[src/rtl/regfile_write_arbiter_pkg.sv]
`default_nettype none
// ============================================================================
// Module      : regfile_write_arbiter_pkg
// Description : Shared defaults, source ids and round-robin helper for the
//               register-file write arbiter.
// Revision    : 1.0 - initial release
// ============================================================================
package regfile_write_arbiter_pkg;

    localparam int DEF_XLEN    = 32;
    localparam int DEF_REG_IDX = 5;
    localparam int DEF_NUM_REQ = 3;
    localparam int DEF_SRC_W   = 2;

    localparam int SRC_WB  = 0;
    localparam int SRC_LSU = 1;
    localparam int SRC_MDU = 2;

    // Pointer successor, wrapping at num_req.
    function automatic int rr_next(input int ptr, input int num_req);
        return (ptr + 1 >= num_req) ? 0 : ptr + 1;
    endfunction

endpackage
`default_nettype wire

[src/rtl/regfile_write_arbiter_rr_pick.sv]
`default_nettype none
// ============================================================================
// Module      : regfile_write_arbiter_rr_pick
// Description : Stateless round-robin picker; first valid at or after ptr wins.
// Revision    : 1.0 - initial release
// ============================================================================
module regfile_write_arbiter_rr_pick #(
    parameter int NUM_REQ = 3,
    parameter int SRC_W   = 2
) (
    input  logic [NUM_REQ-1:0] valid,
    input  logic [SRC_W-1:0]   ptr,
    output logic [NUM_REQ-1:0] grant,
    output logic [SRC_W-1:0]   winner,
    output logic               any
);

    int w_best;
    int w_dist;

    // The winner is the valid requester with the smallest forward distance from ptr.
    always_comb begin
        w_best = NUM_REQ;
        w_dist = 0;
        winner = '0;
        grant  = '0;
        for (int i = 0; i < NUM_REQ; i++) begin
            w_dist = i - int'(ptr);
            if (w_dist < 0) begin
                w_dist = w_dist + NUM_REQ;
            end
            if (valid[i] && (w_dist < w_best)) begin
                w_best = w_dist;
                winner = SRC_W'(i);
            end
        end
        any = (w_best < NUM_REQ);
        for (int i = 0; i < NUM_REQ; i++) begin
            grant[i] = any && (int'(winner) == i);
        end
    end

endmodule
`default_nettype wire

[src/rtl/regfile_write_arbiter.sv]
`default_nettype none
// ============================================================================
// Module      : regfile_write_arbiter
// Description : Round-robin arbitration of result producers onto the single
//               register-file write port, with a one-entry output register.
// Revision    : 1.0 - initial release
// ============================================================================
module regfile_write_arbiter
    import regfile_write_arbiter_pkg::*;
#(
    parameter int XLEN    = DEF_XLEN,
    parameter int REG_IDX = DEF_REG_IDX,
    parameter int NUM_REQ = DEF_NUM_REQ,
    parameter int SRC_W   = DEF_SRC_W
) (
    input  logic                       clk,
    input  logic                       rst,
    input  logic [NUM_REQ-1:0]         req_valid,
    input  logic [NUM_REQ*REG_IDX-1:0] req_idx,
    input  logic [NUM_REQ*XLEN-1:0]    req_val,
    output logic [NUM_REQ-1:0]         req_ready,
    input  logic                       hold,
    output logic [REG_IDX-1:0]         regFileWriteIdx,
    output logic [XLEN-1:0]            regFileWriteVal,
    output logic                       regFileWriteEn,
    output logic [REG_IDX-1:0]         bp_idx,
    output logic [XLEN-1:0]            bp_val,
    output logic [SRC_W-1:0]           wr_src
);

    logic [NUM_REQ-1:0] w_valid_gated;
    logic [NUM_REQ-1:0] w_grant;
    logic [SRC_W-1:0]   w_winner;
    logic               w_any;
    logic [REG_IDX-1:0] w_sel_idx;
    logic [XLEN-1:0]    w_sel_val;
    logic               w_we;

    logic [SRC_W-1:0]   r_ptr;
    logic               r_valid;
    logic [REG_IDX-1:0] r_idx;
    logic [XLEN-1:0]    r_val;
    logic [SRC_W-1:0]   r_src;

    // Reset is folded in so no handshake can be signalled while the block is held in reset.
    assign w_valid_gated = (hold || !rst) ? '0 : req_valid;

    regfile_write_arbiter_rr_pick #(
        .NUM_REQ (NUM_REQ),
        .SRC_W   (SRC_W)
    ) u_pick (
        .valid  (w_valid_gated),
        .ptr    (r_ptr),
        .grant  (w_grant),
        .winner (w_winner),
        .any    (w_any)
    );

    assign req_ready = w_grant;

    always_comb begin
        w_sel_idx = '0;
        w_sel_val = '0;
        for (int i = 0; i < NUM_REQ; i++) begin
            if (w_winner == SRC_W'(i)) begin
                w_sel_idx = req_idx[i*REG_IDX +: REG_IDX];
                w_sel_val = req_val[i*XLEN +: XLEN];
            end
        end
    end

    always_ff @(posedge clk or negedge rst) begin
        if (!rst) begin
            r_ptr   <= '0;
            r_valid <= 1'b0;
            r_idx   <= '0;
            r_val   <= '0;
            r_src   <= '0;
        end else begin
            r_valid <= w_any;
            if (w_any) begin
                r_idx <= w_sel_idx;
                r_val <= w_sel_val;
                r_src <= w_winner;
                r_ptr <= SRC_W'(rr_next(int'(w_winner), NUM_REQ));
            end
        end
    end

    // x0 results are consumed but never reach the register file or bypass bus.
    assign w_we            = r_valid && (r_idx != '0);
    assign regFileWriteEn  = w_we;
    assign regFileWriteIdx = r_idx;
    assign regFileWriteVal = r_val;
    assign wr_src          = r_src;
    assign bp_idx          = w_we ? r_idx : '0;
    assign bp_val          = w_we ? r_val : '0;

endmodule
`default_nettype wire
[config.mk]
export PLATFORM = sky130hd
export DESIGN_NAME = regfile_write_arbiter
export DESIGN_NICKNAME = d
export VERILOG_FILES = /design/src/rtl/regfile_write_arbiter_pkg.sv /design/src/rtl/regfile_write_arbiter_rr_pick.sv /design/src/rtl/regfile_write_arbiter.sv
export SDC_FILE = /design/constraint.sdc
export NUM_CORES = 1
export LEC_CHECK = 0
export BUFFER_PORTS_ARGS = -buffer_cell sky130_fd_sc_hd__buf_2
export CORE_MARGIN = 2
export CORE_UTILIZATION = 35
export CTS_CLUSTER_DIAMETER = 200
export DETAILED_ROUTE_END_ITERATION = 7
export PLACE_DENSITY = 0.67
export SETUP_SLACK_MARGIN = 0.05
export SYNTH_ARGS = -nofsm -noshare
export SYNTH_HDL_FRONTEND = slang
export SYNTH_SLANG_ARGS = --single-unit
[constraint.sdc]
create_clock -name clk -period 5.38 [get_ports clk]
set_input_delay 0.538 -clock clk [delete_from_list [all_inputs] [get_ports clk]]
set_output_delay 0.538 -clock clk [all_outputs]
set_load 0.005 [all_outputs]
======== After elaboration in Yosys (flattened, before gate mapping) ========
Cells that the tools add are included.
storage, ports and cells
  output and inout port bits .............. 80
  register bits ........................... 42
  input port bits ......................... 117
cells by class
  equality and inequality tests ........... 4
  muxes and demuxes ....................... 18
  order comparisons ....................... 8
  $add $sub $neg .......................... 7
  reductions and logical operators ........ 12
operator list
  operator                 count
  $mux W32                 10
  $add A32 B3 Y32 const B  3
  $lt A32 B1 Y1 const B    3
  $lt A32 B3 Y1 const B    2
  $lt A32 B32 Y1           2
  $mux W5                  4
  $logic_and A1 B1 Y1      7
  $eq A2 B2 Y1 const B     3
  $sub A1 B2 Y3 const A    2
  $reduce_bool A5 Y1       1
  $logic_not A2 Y1         2
  $mux W2                  2
  $add A2 B1 Y3 const B    1
  $ge A3 B2 Y1 const B     1
  $mux W3                  1
  $sub A2 B2 Y3 const A    1
  $eq A2 B1 Y1 const B     1
  $logic_not A1 Y1         1
  $logic_or A1 B1 Y1       1
  $mux W1                  1

======== Depth between registers and ports, before layout ========
Gate-level depths: netlist of run 1.
  word-level depth ........................ 16
  gate-level depth with buffers ........... 22
  gate-level depth less buffers ........... 18

======== By module ========
From an unflattened synthesis of run 1, not the netlist that was laid out.
second synthesis, totals
  cell total of the unflattened synthesis .. 358
  area total of the unflattened synthesis .. 3233.1 µm²
by module, submodules not included
  module                         instances  area each (µm²)  cells each
  regfile_write_arbiter          1          2834.0           309
  regfile_write_arbiter_rr_pick  1          399.1            49

======== Worst setup path before layout of run 1 ========
Ideal clock, no wire load.
  path type ............................... register -> output
  start point ............................. register r_ptr[1]
  end point ............................... output port req_ready[0]
  buffers on the path ..................... 4
  cell stages (with the launch flop) ...... 21
  data required time ...................... 4.842 ns
  setup slack ............................. 0.520 ns
  arrival time ............................ 4.322 ns
  cell sequence ........................... dfrtp_1 > inv_1 > ha_1 > nor3b_1 > and2_1 > ha_1 > o21a_1 > o221ai_1 > and2_1 > buf_2 > buf_2 > buf_1 > nand2_1 > ha_1 > a211oi_1 > a21oi_1 > a2111oi_2 > o2111ai_2 > nand3_4 > buf_2 > nor2_1
between the ends
  longest elaborated chain between the ends .. 14
  elaborated cells between the ends (all ways) .. 26
  those cells by class .................... add/sub: 6; order compare: 7; mux: 8; reduce/logical: 5
ends and longest elaborated chain
  what                                                      RTL line                                                                  source
  start, declared                                           regfile_write_arbiter.sv:39                                               logic [SRC_W-1:0] r_ptr;
  start signal, assigned                                    regfile_write_arbiter.sv:85                                               r_ptr <= SRC_W'(rr_next(int'(w_winner), NUM_REQ));
  $sub A1 B2 Y3                                             regfile_write_arbiter_rr_pick.sv:28                                       w_dist = i - int'(ptr);
  $add A32 B3 Y32 / $lt A32 B1 Y1 (equally long branches)   regfile_write_arbiter_rr_pick.sv:30, regfile_write_arbiter_rr_pick.sv:29
  $mux W32                                                  regfile_write_arbiter_rr_pick.sv:29                                       if (w_dist < 0) begin
  $lt A32 B3 Y1                                             regfile_write_arbiter_rr_pick.sv:32                                       if (valid[i] && (w_dist < w_best)) begin
  $logic_and A1 B1 Y1                                       regfile_write_arbiter_rr_pick.sv:32
  $mux W32                                                  regfile_write_arbiter_rr_pick.sv:32
  $lt A32 B32 Y1                                            regfile_write_arbiter_rr_pick.sv:32
  $logic_and A1 B1 Y1                                       regfile_write_arbiter_rr_pick.sv:32
  $mux W32                                                  regfile_write_arbiter_rr_pick.sv:32
  $lt A32 B32 Y1                                            regfile_write_arbiter_rr_pick.sv:32
  $logic_and A1 B1 Y1                                       regfile_write_arbiter_rr_pick.sv:32
  $mux W32 / $mux W2 (equally long branches)                regfile_write_arbiter_rr_pick.sv:32
  $lt A32 B3 Y1 / $logic_not A2 Y1 (equally long branches)  regfile_write_arbiter_rr_pick.sv:37, regfile_write_arbiter_rr_pick.sv:39
  $logic_and A1 B1 Y1 (*)                                   regfile_write_arbiter_rr_pick.sv:39                                       grant[i] = any && (int'(winner) == i);
  end, declared                                             regfile_write_arbiter.sv:21                                               output logic [NUM_REQ-1:0] req_ready,
Mark *: on every way between the ends. The rest lies on a longest branch, timed or not.

======== Final worst setup path of run 1 ========
  start point ............................. register r_ptr[1]
  end point ............................... output port req_ready[2]
between the ends
  longest elaborated chain between the ends .. 14
  elaborated cells between the ends (all ways) .. 26
  those cells by class .................... add/sub: 6; order compare: 7; eq/ne: 1; mux: 8; reduce/logical: 4
ends and longest elaborated chain
  what                                                     RTL line
  $sub A1 B2 Y3                                            regfile_write_arbiter_rr_pick.sv:28
  $add A32 B3 Y32 / $lt A32 B1 Y1 (equally long branches)  regfile_write_arbiter_rr_pick.sv:30, regfile_write_arbiter_rr_pick.sv:29
  $mux W32                                                 regfile_write_arbiter_rr_pick.sv:29
  $lt A32 B3 Y1                                            regfile_write_arbiter_rr_pick.sv:32
  $logic_and A1 B1 Y1                                      regfile_write_arbiter_rr_pick.sv:32
  $mux W32                                                 regfile_write_arbiter_rr_pick.sv:32
  $lt A32 B32 Y1                                           regfile_write_arbiter_rr_pick.sv:32
  $logic_and A1 B1 Y1                                      regfile_write_arbiter_rr_pick.sv:32
  $mux W32                                                 regfile_write_arbiter_rr_pick.sv:32
  $lt A32 B32 Y1                                           regfile_write_arbiter_rr_pick.sv:32
  $logic_and A1 B1 Y1                                      regfile_write_arbiter_rr_pick.sv:32
  $mux W32 / $mux W2 (equally long branches)               regfile_write_arbiter_rr_pick.sv:32
  $lt A32 B3 Y1 / $eq A2 B2 Y1 (equally long branches)     regfile_write_arbiter_rr_pick.sv:37, regfile_write_arbiter_rr_pick.sv:39
  $logic_and A1 B1 Y1 (*)                                  regfile_write_arbiter_rr_pick.sv:39
Marked as above.

==> results of run 1 <==
layout by cell type, fill, tap and decap left out, types with 5 or more instances in the layout:
master      n
buf_2     196
nand2_1    53
a21oi_1    42
dfrtp_1    40
and2_1     39
o31a_1     21
o22a_1     21
mux2i_1    17
ha_1       17
a31oi_1    16
mux2_4     16
conb_1      9
buf_4       8
clkbuf_8    5
kinds of logic (layout without fill, tap and decap cells):
kind of cell,Yosys count,in the layout,share of synthesized area
flops,41,41,0.313
fa+ha+maj,17,17,0.0650
simple gates,113,113,0.185
xor+xnor,1,1,0.00497
mux,33,33,0.125
other cells,2,9,0.00229
buf+inv,34,215,0.0493
compound gates,119,119,0.254
power breakdown:
part           internal (W)  switching [W]
logic              0.000495       0.000396
registers          0.000460       0.000131
clock network      0.000135       0.000111
total               0.00109       0.000638
stage by stage:
| step | utilization | cell area, sq um | setup slack, ps | std cells |
|---|---|---|---|---|
| 4_1_cts | 0.486 | 4450 | 274 | 659 |
| 6_report | 0.487 | 4460 | 401 | 659 |
| 3_5_place_dp | 0.474 | 4340 | 623 | 652 |
| 3_3_place_gp | 0.474 | 4340 | 684 | 652 |
| 5_1_grt | 0.487 | 4460 | 62.2 | 659 |
| 2_1_floorplan | - | 3300 | 520 | 367 |
layer usage:
| metal | GRT usage | part of all wire | wire [um] |
|---|---|---|---|
| met5 | 0 | 0 | 0 |
| met4 | 0.0453 | 0.010 | 106 |
| met3 | 0.0319 | 0.070 | 729 |
| met2 | 0.355 | 0.50 | 5150 |
| met1 | 0.239 | 0.42 | 4400 |
area by class of cell:
cell class                      instances  area (sq um)  share of cell area
Timing Repair Buffer                  204          1040               0.233
Tap cell                              111           139              0.0311
Clock buffer                            5          68.8              0.0154
Multi-Input combinational cell        292          2130               0.478
Sequential cell                        41          1030               0.230
Inverter                                4          15.0             0.00337
Clock inverter                          2          35.0             0.00786
flip-flops by register name, summed over array words and instances (netlist names):
| name | count |
|---|---|
| r_ptr | 2 |
| r_valid | 1 |
| regFileWriteIdx | 5 |
| wr_src | 1 |
| regFileWriteVal | 32 |
critical path, stage by stage, from the launching register on:
cell and delay, ps:
dfrtp_2 450, inv_1 110, ha_1 230, nor3b_1 80, and2_1 180, ha_1 200
or3b_1 390, o221ai_1 190, and2_2 270, nand2_1 100, ha_1 190, a211oi_1 280
a21oi_1 150, a2111oi_4 400, o21ai_1 170, xnor2_2 220, buf_4 240, nor2_1 130
buf_2 150
Yosys cell counts, types with 3 or more instances:
master | count | area share
nand2_1 | 53 | 0.061
a21oi_1 | 42 | 0.064
dfrtp_1 | 41 | 0.31
and2_1 | 40 | 0.076
o22a_1 | 21 | 0.056
o31a_1 | 21 | 0.056
ha_1 | 17 | 0.065
mux2i_1 | 17 | 0.052
a31oi_1 | 16 | 0.031
mux2_4 | 16 | 0.073
buf_2 | 12 | 0.018
clkbuf_1 | 12 | 0.014
inv_1 | 4 | 0.0046
nor2_1 | 4 | 0.0046
buf_1 | 3 | 0.0034
o21a_1 | 3 | 0.0069
or3b_1 | 3 | 0.0080
repair_timing:
action | 4_1_cts | 5_1_grt
hold buffers | 0 | 0
endpoints found under the setup margin | 0 | 3
resized for setup | 0 | 2
final timing paths:
| kind | startpoint | endpoint |
|---|---|---|
| worst min-delay path | rst | regFileWriteVal[20] |
| worst max-delay path | r_ptr[1] | req_ready[2] |
| worst max register to register | r_ptr[1] | regFileWriteVal[5] |
| min in group clk | wr_src[1] | wr_src[1] |
| max in group asynchronous | rst | r_ptr[1] |
| worst min register to register | wr_src[1] | wr_src[1] |
==> qor.txt, run 1 <==
Clock tree sinks - 41
Clock skew - 5.92 ps
Clk pin slew, worst setup/hold paths - 90 ps
Flop2flop setup slack - 770 ps
Static Leak - 2.24 nW
Syn Inst Count - 360
Number of setup violations in the final report - 0
Max Cap Viol - 0
Final wirelength - 10400 um
Post CTS Setup Buffer Count - 0
RSZ-0062 raised after global routing - false
Root Driver - clkbuf_8
DRT Pass-1 Iters - 4
Asr flop ratio synth - 1.00
Area Overhead vs Synth - 36.2%
Wirelength per Cell - 15.8 um
Global placement routability congestion - 0.890
Synth Register Bits - 41
Critical Path Sink Type - output pin
HPWL after detailed placement - 7680 um
Layout cells sized above 1 - 0.429
Die width - 101 um
Critical path type - flip-flop to output pin
Die Y - 101 um
# rows - 35
Total negative slack - 0 ps
Register area share after synthesis - 0.313
Post-DRT Antenna Nets - 0
I/O pin cnt - 197
Routed via count - 3396
DRC errors left - 0
Worst reg-to-reg path cell count - 18
GRT Total Usage - 0.195
Cell area after synthesis - 3270 sq um
Crit start category - flip-flop
Peak VDD IR - 151 uV
Power Total - 0.00173 W
Maximum clock frequency - 0.201 GHz
Hold_ws - 365 ps
GRT Residual Overflow - 0
Max Slew Vio Count - 0
Crit path max fanout - 19
Ys flop type - dfrtp_1
Initial Util - 0.358
Power per cell area - 388 nW/um^2
Hold Fails Final Rpt - 0
Relative slew margins - 0.272
Library cells used by synthesis - 45
PortBufs - 196
First-pass GRT wire length - 15700 um
Clock Path Buffers - 2
NumNets Final - 682
HP Class - input port to asynchronous set/reset pin
Fill cells - 866
Largest net degree at the start of global routing - 46
CTS tree - built
Tcrit/Tclk final - 0.925
Antenna violations before repair - 0
EDFF count, synth - 0
Critical Path RT - 4840 ps
Syn avg cell area - 9.09 sq um
Antenna diode count - 0
Core box area - 9150 sq um
Status - finished clean
Htree depth - 2
Crit path DAT - 4440 ps
Vias per cell - 5.15
Synth warn - 0
DR iter-0 viols - 155
Die area - 10100 sq um
Actual slew at the worst max-slew pin - 1090 ps
Tmin final - 4980 ps
Clk_lat worst skew - 300 ps
Vias in the first global route - 3215
Cts bufs inserted - 5
(Power assumes the default switching activity.)
==> run 2: changes to the inputs <==
Settings changed: BUFFER_PORTS_ARGS -buffer_cell sky130_fd_sc_hd__buf_2 to -buffer_cell sky130_fd_sc_hd__clkbuf_2, REMOVE_ABC_BUFFERS from default to 1.
==> qor.txt, run 2 (synthesized netlist as in run 1, its figures left out) <==
Static Leak - 2.25 nW (was 2.24 nW)
Final Core Density - 0.487 (about the same)
Flop2flop setup slack - 500 ps (was 770 ps)
Global placement routability congestion - 0.848 (was 0.890)
Clock tree sinks - 41 (unchanged)
Clk pin slew, worst setup/hold paths - 80 ps (was 90 ps)
Max reg flops - 32 (unchanged)
Power Total - 0.00173 W (about the same)
Antenna violations before repair - 0 (unchanged)
Tmin final - 5050 ps (was 4980 ps)
I/O pin cnt - 197 (unchanged)
Fin area - 4460 sq um (about the same)
Initial Util - 0.358 (unchanged)
Clock skew - 8.45 ps (was 5.92 ps)
Bufs and invs on worst path - 3 (unchanged)
FF-to-FF End - regFileWriteVal[2] (was regFileWriteVal[5])
Place WS - 397 ps (was 623 ps)
Multi-input combinational cell area - 2140 sq um (was 2130 sq um)
Largest net degree at the start of global routing - 46 (unchanged)
Vias in the first global route - 3296 (was 3215)
NumNets Final - 680 (was 682)
DRT Pass-1 Iters - 4 (unchanged)
Post-DRT Antenna Nets - 0 (unchanged)
PortBufs - 196 (unchanged)
Maximum clock frequency - 0.198 GHz (was 0.201 GHz)
Crit path max-delay family - compound AO/OA/AOI/OAI gates (unchanged)
HPWL after detailed placement - 7600 um (was 7680 um)
Number of setup violations in the final report - 0 (unchanged)
Critical Path Sink Type - output pin (unchanged)
Worst reg-to-reg path cell count - 18 (unchanged)
Status - finished clean (unchanged)
RSZ-0062 raised after global routing - false (unchanged)
DR iter-0 viols - 125 (was 155)
GRT Residual Overflow - 0 (unchanged)
Crit start category - flip-flop (unchanged)
Reg area - 1030 sq um (unchanged)
Total negative slack - 0 ps (unchanged)
Die area - 10100 sq um (unchanged)
Commonest non-fill, non-tap cells in the layout - clkbuf_2, nand2_1, a21oi_1, dfrtp_1, and2_1 (was buf_2, nand2_1, a21oi_1, dfrtp_1, and2_1)
Core box area - 9150 sq um (unchanged)
Area Overhead vs Synth - 36.3% (was 36.2%)
CTS tree - built (unchanged)
Fill cells - 925 (was 866)
Layout cells sized above 1 - 0.429 (about the same)
Most Frequent Cell on Critical Path - ha_1 (unchanged)
Critical Path RT - 4840 ps (about the same)
Worst path depth - 18 (unchanged)
Relative slew margins - 0.265 (was 0.272)
Power per cell area - 387 nW/um^2 (was 388 nW/um^2)
Tcrit/Tclk final - 0.938 (was 0.925)
Final wirelength - 10300 um (was 10400 um)
RR Startpoint - r_ptr[1] (unchanged)
Root Driver - clkbuf_8 (unchanged)
First-pass GRT wire length - 15800 um (was 15700 um)
Peak VDD IR - 164 uV (was 151 uV)
DRC errors left - 0 (unchanged)
Die width - 101 um (unchanged)
DP Area - 4340 sq um (about the same)
Antenna diode count - 0 (unchanged)
# rows - 35 (unchanged)
GRT Total Usage - 0.194 (was 0.195)
Htree depth - 2 (unchanged)
Clk_lat worst skew - 290 ps (was 300 ps)
Max Cap Viol - 0 (unchanged)
HP Class - input port to asynchronous set/reset pin (unchanged)
Cts hold-fix bufs - 0 (unchanged)
Vias per cell - 5.28 (was 5.15)
Wirelength per Cell - 15.6 um (was 15.8 um)
Most common cell after layout, fill and taps aside - clkbuf_2 (was buf_2)
Hold Fails Final Rpt - 0 (unchanged)
Crit path max fanout - 22 (was 19)
CP cell instances - inv_1, ha_1, nor3b_2, and2_1, ha_1, or3b_1, o221ai_1, and2_2, nand2_1, ha_1, a211oi_1, a21oi_1, a2111oi_4, o21ai_1, xnor2_2, buf_4, nor2_1, clkbuf_2 (was inv_1, ha_1, nor3b_1, and2_1, ha_1, or3b_1, o221ai_1, and2_2, nand2_1, ha_1, a211oi_1, a21oi_1, a2111oi_4, o21ai_1, xnor2_2, buf_4, nor2_1, buf_2)
Clock Path Buffers - 2 (unchanged)
Cts bufs inserted - 5 (unchanged)
Crit path to - req_ready[2] (unchanged)
Worst Setup SP - r_ptr[1] (unchanged)
Slowest CP cell - dfrtp_2 (unchanged)
Slowest stage delay, CP - 450 ps (about the same)
Critical path type - flip-flop to output pin (unchanged)
Actual slew at the worst max-slew pin - 1100 ps (was 1090 ps)
Setup ws final - 332 ps (was 401 ps)
Crit path DAT - 4510 ps (was 4440 ps)
Max Slew Vio Count - 0 (unchanged)
Routed via count - 3469 (was 3396)
Die Y - 101 um (unchanged)
-- run 2: cell count changes in the layout (fill, tap and decap cells not counted), sizes merged --
cell and change:
clkbuf +196, buf -198
-- run 2: how the worst min path moves through the flow --
stage	to	slack, ps	cells past startpoint
floorplan	r_ptr[0]	240	0
global placement	wr_src[1]	480	1
detailed placement	wr_src[1]	490	1
CTS	regFileWriteVal[5]	380	2
global route	regFileWriteVal[19]	390	2
finish	regFileWriteVal[19]	340	2
-- run 2: area by class of cell --
cell class | count | share of cell area
clock buffer | 5 | 0.0154
sequential | 41 | 0.230
clock inverter | 2 | 0.00785
multi-input combinational | 292 | 0.479
timing repair buffer | 202 | 0.233
inverter | 4 | 0.00337
tap | 111 | 0.0311
-- run 2: stage by stage --
step / cells / hold WS (ps)
6_report: 657 / 343
5_1_grt: 657 / 393
4_1_cts: 657 / 380
3_5_place_dp: 650 / 485
3_3_place_gp: 650 / 480
2_1_floorplan: 337 / 242
-- run 2: layer usage --
metal,up-vias,track usage,share of wire
li1,1675,-,-
met4,0,0.0580,0.018
met2,183,0.357,0.51
met3,14,0.0340,0.071
met1,1597,0.228,0.40
met5,-,0,0
-- run 2: power breakdown --
| part | switching, W | internal [W] |
|---|---|---|
| combinational | 0.000396 | 0.000496 |
| clock | 0.000108 | 0.000135 |
| sequential | 0.000134 | 0.000461 |
| total | 0.000637 | 0.00109 |
-- run 2: timing repair --
| action | in CTS | in global routing |
|---|---|---|
| setup endpoints to repair | 0 | 36 |
| setup buffers | 0 | 0 |
| gates resized for setup | 0 | 3 |
